`config.mk`:
```
export PLATFORM = sky130hd
export DESIGN_NAME = qos_scheduler
export DESIGN_NICKNAME = d
export VERILOG_FILES = /design/src/rtl/qos_pkg.sv /design/src/rtl/qos_pick.sv /design/src/rtl/qos_scheduler.sv
export SDC_FILE = /design/constraint.sdc
export NUM_CORES = 1
export LEC_CHECK = 0
export ABC_CLOCK_PERIOD_IN_PS = 2200
export CORE_ASPECT_RATIO = 0.8
export CORE_MARGIN = 5
export CORE_UTILIZATION = 60
export DETAILED_ROUTE_END_ITERATION = 10
export DONT_BUFFER_PORTS = 1
export PLACE_DENSITY = 0.76
export SLEW_MARGIN = 20
export SYNTH_ARGS = -nofsm -noshare
export SYNTH_HDL_FRONTEND = slang
export SYNTH_SLANG_ARGS = --single-unit
```
`constraint.sdc`:
```
create_clock -name clk -period 2.2 [get_ports clk]
set_input_delay 0.44 -clock clk [delete_from_list [all_inputs] [get_ports clk]]
set_output_delay 0.44 -clock clk [all_outputs]
set_load 0.02 [all_outputs]
```
`src/rtl/qos_pkg.sv`:
```
`default_nettype none
// ============================================================================
//  Module      : qos_pkg
//  Description : Shared defaults and FSM encoding for the QoS read scheduler.
//  Revision    : 1.0 - initial release
// ============================================================================
package qos_pkg;

  localparam int QOS_N_BUF     = 4;
  localparam int QOS_DATA_W    = 2;
  localparam int QOS_CNT_W     = 3;
  localparam int QOS_SCNT_W    = 7;
  localparam int QOS_RD_LAT    = 2;
  localparam int QOS_BUF_DEPTH = 6;

  typedef enum logic [1:0] {
    ST_IDLE  = 2'd0,
    ST_ARMED = 2'd1,
    ST_WAIT  = 2'd2
  } state_e;

endpackage
`default_nettype wire

```
`src/rtl/qos_pick.sv`:
```
`default_nettype none
// ============================================================================
//  Module      : qos_pick
//  Description : Combinational max-occupancy arbiter; ties resolve to the
//                highest buffer index.
//  Revision    : 1.0 - initial release
// ============================================================================
module qos_pick
  import qos_pkg::*;
#(
  parameter int N_BUF = QOS_N_BUF,
  parameter int CNT_W = QOS_CNT_W,
  parameter int SEL_W = 2
) (
  input  logic [N_BUF*CNT_W-1:0] data_count_i,
  output logic [SEL_W-1:0]       winner_o,
  output logic                   any_pend_o
);

  logic [CNT_W-1:0] w_best;

  // Ascending scan with >= so a later (higher) index wins any tie
  always_comb begin
    w_best     = '0;
    winner_o   = '0;
    any_pend_o = 1'b0;
    for (int i = 0; i < N_BUF; i++) begin
      if (data_count_i[i*CNT_W +: CNT_W] >= w_best) begin
        w_best   = data_count_i[i*CNT_W +: CNT_W];
        winner_o = SEL_W'(i);
      end
      if (data_count_i[i*CNT_W +: CNT_W] != '0) begin
        any_pend_o = 1'b1;
      end
    end
  end

endmodule
`default_nettype wire

```
`src/rtl/qos_scheduler.sv`:
```
`default_nettype none
// ============================================================================
//  Module      : qos_scheduler
//  Description : Read-side QoS scheduler. Arms one buffer's rd per 3 s slot,
//                captures the dequeued packet RD_LAT cycles after the slot
//                edge and emits it on the tx interface with statistics.
//  Revision    : 1.0 - initial release
// ============================================================================
module qos_scheduler
  import qos_pkg::*;
#(
  parameter int N_BUF  = QOS_N_BUF,
  parameter int DATA_W = QOS_DATA_W,
  parameter int CNT_W  = QOS_CNT_W,
  parameter int RD_LAT = QOS_RD_LAT,
  parameter int SCNT_W = QOS_SCNT_W
) (
  input  logic                    clk,
  input  logic                    rst,
  input  logic                    clk3sn_i,
  input  logic [N_BUF*CNT_W-1:0]  data_count_i,
  input  logic [N_BUF*DATA_W-1:0] buf_out_i,
  input  logic [N_BUF-1:0]        out_en_i,
  output logic [N_BUF-1:0]        rd_o,
  output logic [DATA_W-1:0]       tx_data_o,
  output logic [1:0]              tx_src_o,
  output logic                    tx_valid_o,
  output logic [N_BUF*SCNT_W-1:0] served_cnt_o,
  output logic [SCNT_W-1:0]       miss_cnt_o
);

  localparam int SEL_W = (N_BUF > 1) ? $clog2(N_BUF) : 1;
  localparam int LAT_W = $clog2(RD_LAT + 1);

  state_e              state_q,   state_d;
  logic [SEL_W-1:0]    sel_q,     sel_d;
  logic [N_BUF-1:0]    rd_q,      rd_d;
  logic [LAT_W-1:0]    lat_q,     lat_d;
  logic [DATA_W-1:0]   tx_data_q, tx_data_d;
  logic [1:0]          tx_src_q,  tx_src_d;
  logic                tx_valid_q, tx_valid_d;
  logic [SCNT_W-1:0]   served_q [N_BUF];
  logic [SCNT_W-1:0]   served_d [N_BUF];
  logic [SCNT_W-1:0]   miss_q,    miss_d;
  logic                prev_tick_q;

  logic                w_tick;
  logic [SEL_W-1:0]    w_winner;
  logic                w_any_pend;
  logic [DATA_W-1:0]   w_sel_data;
  logic                w_sel_en;

  qos_pick #(
    .N_BUF (N_BUF),
    .CNT_W (CNT_W),
    .SEL_W (SEL_W)
  ) u_pick (
    .data_count_i (data_count_i),
    .winner_o     (w_winner),
    .any_pend_o   (w_any_pend)
  );

  assign w_tick     = clk3sn_i & ~prev_tick_q;
  assign w_sel_data = buf_out_i[sel_q*DATA_W +: DATA_W];
  assign w_sel_en   = out_en_i[sel_q];

  // Slot FSM: arm in IDLE, wait for the slot edge, capture after RD_LAT
  always_comb begin
    state_d    = state_q;
    sel_d      = sel_q;
    rd_d       = rd_q;
    lat_d      = lat_q;
    tx_data_d  = tx_data_q;
    tx_src_d   = tx_src_q;
    tx_valid_d = 1'b0;
    served_d   = served_q;
    miss_d     = miss_q;
    case (state_q)
      ST_IDLE: begin
        // A tick seen here is ignored: rd is only just being raised
        if (w_any_pend) begin
          sel_d   = w_winner;
          rd_d    = N_BUF'(1) << w_winner;
          state_d = ST_ARMED;
        end else begin
          rd_d = '0;
        end
      end
      ST_ARMED: begin
        if (w_tick) begin
          rd_d    = '0;
          lat_d   = '0;
          state_d = ST_WAIT;
        end
      end
      ST_WAIT: begin
        rd_d = '0;
        if (lat_q == LAT_W'(RD_LAT - 1)) begin
          if (w_sel_en) begin
            tx_data_d       = w_sel_data;
            tx_src_d        = 2'(sel_q);
            tx_valid_d      = 1'b1;
            served_d[sel_q] = served_q[sel_q] + SCNT_W'(1);
          end else begin
            miss_d = miss_q + SCNT_W'(1);
          end
          state_d = ST_IDLE;
        end else begin
          lat_d = lat_q + LAT_W'(1);
        end
      end
      default: begin
        rd_d    = '0;
        state_d = ST_IDLE;
      end
    endcase
  end

  // State, capture and statistics registers
  always_ff @(posedge clk or posedge rst) begin
    if (rst) begin
      state_q     <= ST_IDLE;
      sel_q       <= '0;
      rd_q        <= '0;
      lat_q       <= '0;
      tx_data_q   <= '0;
      tx_src_q    <= '0;
      tx_valid_q  <= 1'b0;
      miss_q      <= '0;
      prev_tick_q <= 1'b0;
      for (int i = 0; i < N_BUF; i++) begin
        served_q[i] <= '0;
      end
    end else begin
      state_q     <= state_d;
      sel_q       <= sel_d;
      rd_q        <= rd_d;
      lat_q       <= lat_d;
      tx_data_q   <= tx_data_d;
      tx_src_q    <= tx_src_d;
      tx_valid_q  <= tx_valid_d;
      miss_q      <= miss_d;
      prev_tick_q <= clk3sn_i;
      for (int i = 0; i < N_BUF; i++) begin
        served_q[i] <= served_d[i];
      end
    end
  end

  generate
    for (genvar g = 0; g < N_BUF; g++) begin : g_served
      assign served_cnt_o[g*SCNT_W +: SCNT_W] = served_q[g];
    end
  endgenerate

  assign rd_o       = rd_q;
  assign tx_data_o  = tx_data_q;
  assign tx_src_o   = tx_src_q;
  assign tx_valid_o = tx_valid_q;
  assign miss_cnt_o = miss_q;

endmodule
`default_nettype wire

```
# ---- Word level (Yosys, flattened, before mapping)
# Index checks and enable logic that the tools add are counted.
dict set report classes {
  add_sub_neg 3
  shifts 2
  n_reduce_logical 12
  n_eq_ne 7
  n_bitwise 4
  mux 31
  multipliers 0
  n_lt_le_gt_ge 7
  div_mod_pow 0
}
# op count
set ops {}
lappend ops {{bitwise mux 28 bit} 1}
lappend ops {{two-way mux 7 bit} 3}
lappend ops {{adder 7 x 1 -> 7 bit (second input constant)} 2}
lappend ops {{binary-select mux 7 bit (select 2 bit)} 1}
lappend ops {{demux 7 bit (select 2 bit)} 1}
lappend ops {{two-way mux 2 bit} 7}
lappend ops {{AND reduction 3 bit} 4}
lappend ops {{nonzero test 3 bit} 4}
lappend ops {{greater-or-equal comparator 3 bit} 3}
lappend ops {{two-way mux 1 bit} 9}
lappend ops {{two-way mux 3 bit} 3}
lappend ops {{two-way mux 4 bit} 2}
lappend ops {{one-hot mux 4 bit (2 select lines)} 1}
lappend ops {{indexed part select 8 x 4 -> 2 bit} 1}
lappend ops {{!= test 2 bit (second input constant)} 3}
lappend ops {{one-hot mux 2 bit (3 select lines)} 1}
lappend ops {{equality test 2 x 1 -> 1 bit (second input constant)} 2}
lappend ops {{one-hot mux 2 bit (2 select lines)} 1}
lappend ops {{<< shifter 1 x 2 -> 4 bit (first input constant)} 1}
lappend ops {{greater-or-equal comparator 3 x 1 -> 1 bit (second input constant)} 1}
lappend ops {{greater-or-equal comparator 3 bit (second input constant)} 1}
lappend ops {{< comparator 2 x 3 -> 1 bit (second input constant)} 1}
lappend ops {{< comparator 3 x 1 -> 1 bit (second input constant)} 1}
lappend ops {{NOT 2 -> 3 bit} 1}
lappend ops {{other kinds (10)} 11}
dict set report word_totals {
  output_inout_bits 44
  ramBits 0
  input_bits 27
  latchBits 0
  romBits 0
  n_memories 0
  reg_bits 51
  elab_cells 79
}

# ---- Longest topological paths before layout
dict set report depth {
  word_depth 11
  mapped_depth 18
  mapped_depth_nobuf 18
}

# ---- By module
# A second synthesis with hierarchy kept.
dict set report hier_totals {
  hier_cells 257
  hier_area_um2 2760.1
}
# module area_per_inst_um2 seq_area_each_um2 n_inst cells_per_inst
set by_module_without_submodules {}
lappend by_module_without_submodules {qos_scheduler 2419.8 1276.2 1 219}
lappend by_module_without_submodules {qos_pick 340.3 0.0 1 38}

# ---- Worst setup path before layout
# No wires, ideal clock.
dict set report synth_timing {
  path_type {input port to flip-flop}
  start {input data_count_i[3]}
  end {register sel_q[0]}
  required_time_ns 2.050
  path_slack_ns -1.555
  setup_time_ns 0.150
  path_buffers 0
  arrival_ns 3.605
  cell_stages 18
  path_cell_list {inv_1 > ha_1 > nand2b_1 > a21o_1 > a21o_1 > mux2_2 > ha_1 > nand2b_1 > a21o_1 > a21o_1 > inv_1 > mux2_2 > ha_1 > nand2b_1 > a21oi_1 > o21ai_0 > o21ba_2 > a21oi_1}
}
dict set report synth_via {
  elab_chain_len 6
  elab_cells_between_ends 13
  cone_classes {order compare: 3; mux: 8; reduce/logical: 2}
}
# item line_no
set synth_rtl {}
lappend synth_rtl {{start, declared} qos_scheduler.sv:21} ;# input logic [N_BUF*CNT_W-1:0] data_count_i,
lappend synth_rtl {{greater-or-equal comparator 3 bit} qos_pick.sv:28} ;# if (data_count_i[i*CNT_W +: CNT_W] >= w_best) begin
lappend synth_rtl {{two-way mux 3 bit} qos_pick.sv:28}
lappend synth_rtl {{greater-or-equal comparator 3 bit} qos_pick.sv:28}
lappend synth_rtl {{two-way mux 3 bit} qos_pick.sv:28}
lappend synth_rtl {{greater-or-equal comparator 3 bit} qos_pick.sv:28}
lappend synth_rtl {{two-way mux 2 bit} qos_pick.sv:28}
lappend synth_rtl {{end signal, assigned} qos_scheduler.sv:136} ;# sel_q <= sel_d;
lappend synth_rtl {{end, declared} qos_scheduler.sv:36} ;# logic [SEL_W-1:0] sel_q, sel_d;
# Parallel ways exist; a longest one is shown, timed or not.
# A chain may end at the register's enable or synchronous reset.

# ---- Worst setup path after layout
dict set report layout_timing {
  start {input data_count_i[3]}
  end {register rd_q[0] (netlist: rd_o[0])}
}
dict set report layout_via {
  elab_chain_len 9
  elab_cells_between_ends 15
  cone_classes {order compare: 3; shift: 1; mux: 10; reduce/logical: 1}
}
# item line_no
set layout_rtl {}
lappend layout_rtl {{greater-or-equal comparator 3 bit} qos_pick.sv:28}
lappend layout_rtl {{two-way mux 3 bit} qos_pick.sv:28}
lappend layout_rtl {{greater-or-equal comparator 3 bit} qos_pick.sv:28}
lappend layout_rtl {{two-way mux 3 bit} qos_pick.sv:28}
lappend layout_rtl {{greater-or-equal comparator 3 bit} qos_pick.sv:28}
lappend layout_rtl {{two-way mux 2 bit} qos_pick.sv:28}
lappend layout_rtl {{<< shifter 1 x 2 -> 4 bit} qos_scheduler.sv:83} ;# rd_d = N_BUF'(1) << w_winner;
lappend layout_rtl {{two-way mux 4 bit *} qos_scheduler.sv:81} ;# if (w_any_pend) begin
lappend layout_rtl {{one-hot mux 4 bit (2 select lines) *} qos_scheduler.sv:78} ;# case (state_q)
lappend layout_rtl {{end signal, assigned} qos_scheduler.sv:137} ;# rd_q <= rd_d;
lappend layout_rtl {{end, declared} qos_scheduler.sv:37} ;# logic [N_BUF-1:0] rd_q, rd_d;
# Every way passes the cells marked *; elsewhere a longest branch is shown, timed or not.

==> flow_summary.json <==
{
  "status": "finished with violations",
  "violations": "setup timing",
  "final_common_cell": "dfrtp_1",
  "num_vias": 1814,
  "core_mm2": 0.00426,
  "synthCells": 229,
  "synth_edf_count": 0,
  "layout.nets": 284,
  "yosys.area.top_type_share_pct": 47.6,
  "finClkSkew_ns": 0.00426,
  "stdcell_count": 301,
  "avgSynthCellArea_um2": 11.7,
  "dpl_cell_area_mm2": 0.00289,
  "synth.area.top_cells": "dfrtp_1, mux4_2, ha_1, mux2_2, nand2_1",
  "crit_family": "compound AO/OA/AOI/OAI gates",
  "place_congestion": 0.881,
  "final_cell_mix": "dfrtp_1, nand2_1, nor2_1",
  "clk_latency_ns": 0.29,
  "clock.fmax_ghz": 0.298,
  "cts_tree": "built",
  "vdd_drop_max_mv": 0.548,
  "startpoint_type": "input port",
  "cp_max_fo": 3,
  "rows": 21,
  "reg2reg_from": "sel_q[0]$_DFFE_PP0P_",
  "num_antenna_cells": 0,
  "ys_seq_area_share_pct": 47.6,
  "portBuffers": 0,
  "die_h_um": 69.8,
  "ios": 71,
  "worstSetupStartpoint": "data_count_i[3]",
  "grt_usage_pct": 22.1,
  "worst_slew_pin_slew_ns": 0.537,
  "drive_gt1_share_pct": 27.9,
  "drtIter0Drc": 84,
  "routed_wl_um": 6290,
  "drtAntennaViolNets": 0,
  "hold_path_class": "in -> async",
  "rr_endpoint": "served_cnt_o[6]$_DFFE_PP0P_",
  "cts-buffers-inserted": 5,
  "worst-path-stages": 18,
  "path_buf_inv": 2,
  "grt_max_degree": 29,
  "clk_path_buf_depth": 2,
  "cp-endpoint": "rd_o[0]$_DFFE_PP0P_",
  "p_per_area_mw_per_mm2": 1160,
  "wl_per_cell_um": 20.9,
  "period_share_pct": 153,
  "synth.ff_latch_count": 51,
  "grt.overflow.total": 0,
  "syn-num-nets": 268,
  "die_w_um": 84.7,
  "rsz0062_at_grt": "true",
  "drc": 0,
  "grt_pass1_vias": 2004,
  "area_growth_pct": 12.1,
  "r2r_slack_ns": 0.26,
  "finalMaxSlewViolations": 0,
  "cp_slowest_cell": "mux2_4",
  "clock_sinks": 51,
  "fill_cells": 295,
  "yosysTopAreaCell": "dfrtp_1",
  "end_kind": "flop",
  "ctsHtreeMaxLevel": 2,
  "relSlewSlack_pct": 64.2,
  "antenna_found_initial": 0,
  "cts-root-buf": "clkbuf_8",
  "finalSetupViolations": 6,
  "vias_per_cell": 6.03,
  "crit_arrival_ns": 3.59,
  "dp_cells": 291,
  "rr_worst_depth": 6,
  "period_needed_ns": 3.36,
  "crit_type": "in -> reg",
  "ys_warn_count": 0,
  "crit_chain": "inv_12 > ha_4 > nand2b_4 > a21o_1 > a21o_1 > mux2_4 > ha_4 > nand2b_4 > a21o_1 > a21o_1 > inv_2 > mux2_4 > ha_4 > nand2b_4 > a21oi_4 > o211ai_1 > nor2_1 > a22o_1",
  "slowest_delay_ns": 0.32,
  "drv_cap": 0,
  "ctsHoldBuffers": 0,
  "synthDistinctLibCells": 44,
  "syn_area_mm2": 0.00268,
  "clk_pin_slew_ns": 0.08,
  "start_util_pct": 62.9,
  "design_area_mm2": 0.00300,
  "setup_ws_ns": -1.16,
  "grt_pass1_wl_um": 10300,
  "crit_top_cell": "a21o_1",
  "synth_ff_type": "dfrtp_1",
  "hpwl_um": 4760,
  "dr.pass1.iters": 4,
  "leakage_nw": 1.36,
  "crit_required_ns": 2.44,
  "hold_viol_final": 0,
  "die-area_mm2": 0.00591,
  "async_flop_share_pct": 100,
  "p_total_mw": 3.48
}
==> synthesized netlist by cell type, drive strengths merged, types with 3 or more instances <==
library cell   n
mux2i          5
mux2          11
o21ai         16
mux4           9
nor2          21
a21o           4
clkbuf         3
ha            12
nand2b         6
a22o           3
nand2         21
buf            4
nor4           3
a21oi         15
nand4          5
dfrtp         51
xor2           3
xnor2          8
inv           12
==> flip-flops by register name, summed over array words and instances, names as in the netlist <==
name	cells
lat_q	2
miss_cnt_o	7
prev_tick_q	1
rd_o	4
sel_q	2
served_cnt_o	28
state_q	2
tx_data_o	2
tx_src_o	2
tx_valid_o	1
==> worst min path at each step <==
stage	start	endpoint	depth (start not counted)
final	rst	served_cnt_o[8]$_DFFE_PP0P_	1
after global routing	rst	state_q[1]$_DFFE_PP0P_	1
after CTS	rst	served_cnt_o[8]$_DFFE_PP0P_	1
after detailed placement	rst	lat_q[0]$_DFFE_PP0P_	1
after global placement	rst	state_q[1]$_DFFE_PP0P_	1
after floorplan	clk3sn_i	prev_tick_q$_DFF_PP0_	0
==> through the flow <==
step                TNS (ns)  utilization [%]  hold slack (ns)  setup WS, ns
CTS                    -6.33             70.1           0.0753         -1.10
floorplan              -7.60                -            0.471         -1.31
global route           -7.02             70.6           0.0881         -1.22
finish                 -6.60             70.6           0.0670         -1.16
global placement       -7.32             67.8            0.380         -1.26
detailed placement     -8.22             67.8            0.399         -1.43
==> repair_timing <==
item | 4_1_cts | 5_1_grt
endpoints found under the setup margin | 6 | 6
pin swaps | 2 | 4
buffers inserted | 3 | 1
gates resized for setup | 2 | 2
==> worst reg2reg max path: stages (launching register included) <==
cell     delay (ns)
dfrtp_1        0.46
buf_4          0.26
mux4_2         0.59
nand2_1        0.14
nor2_4         0.06
xnor2_4        0.22
o21ai_2        0.10
==> per-layer routing <==
layer	global-route usage (%)	wire length, um	up-vias	part of all wire (%)
met2	36.5	3070	64	49
met1	26.7	2520	903	40
met5	0	0	-	0
met4	5.45	119	0	1.9
met3	9.62	582	11	9.2
li1	-	-	836	-
==> logic make-up after synthesis <==
group	synth area share [%]
AO/OA/AOI/OAI	10.2
XOR/XNOR	5.14
adder cells (fa/ha/maj)	5.60
buffers and inverters	3.55
flip-flops	47.6
multiplexers	14.2
AND/OR/NAND/NOR	13.6
==> power breakdown <==
part | switching [mW] | internal, mW
combinational | 0.619 | 0.605
clock | 0.278 | 0.213
sequential | 0.566 | 1.20
==> layout make-up <==
cell class                      instances  area, um^2  share of cell area [%]
Timing Repair Buffer                   16         133                    4.41
Inverter                               12        57.6                    1.92
Multi-Input combinational cell        159        1390                    46.4
Tap cell                               57        71.3                    2.37
Clock buffer                            6        72.6                    2.42
Sequential cell                        51        1280                    42.5
Power figures use the tool's default switching activity.
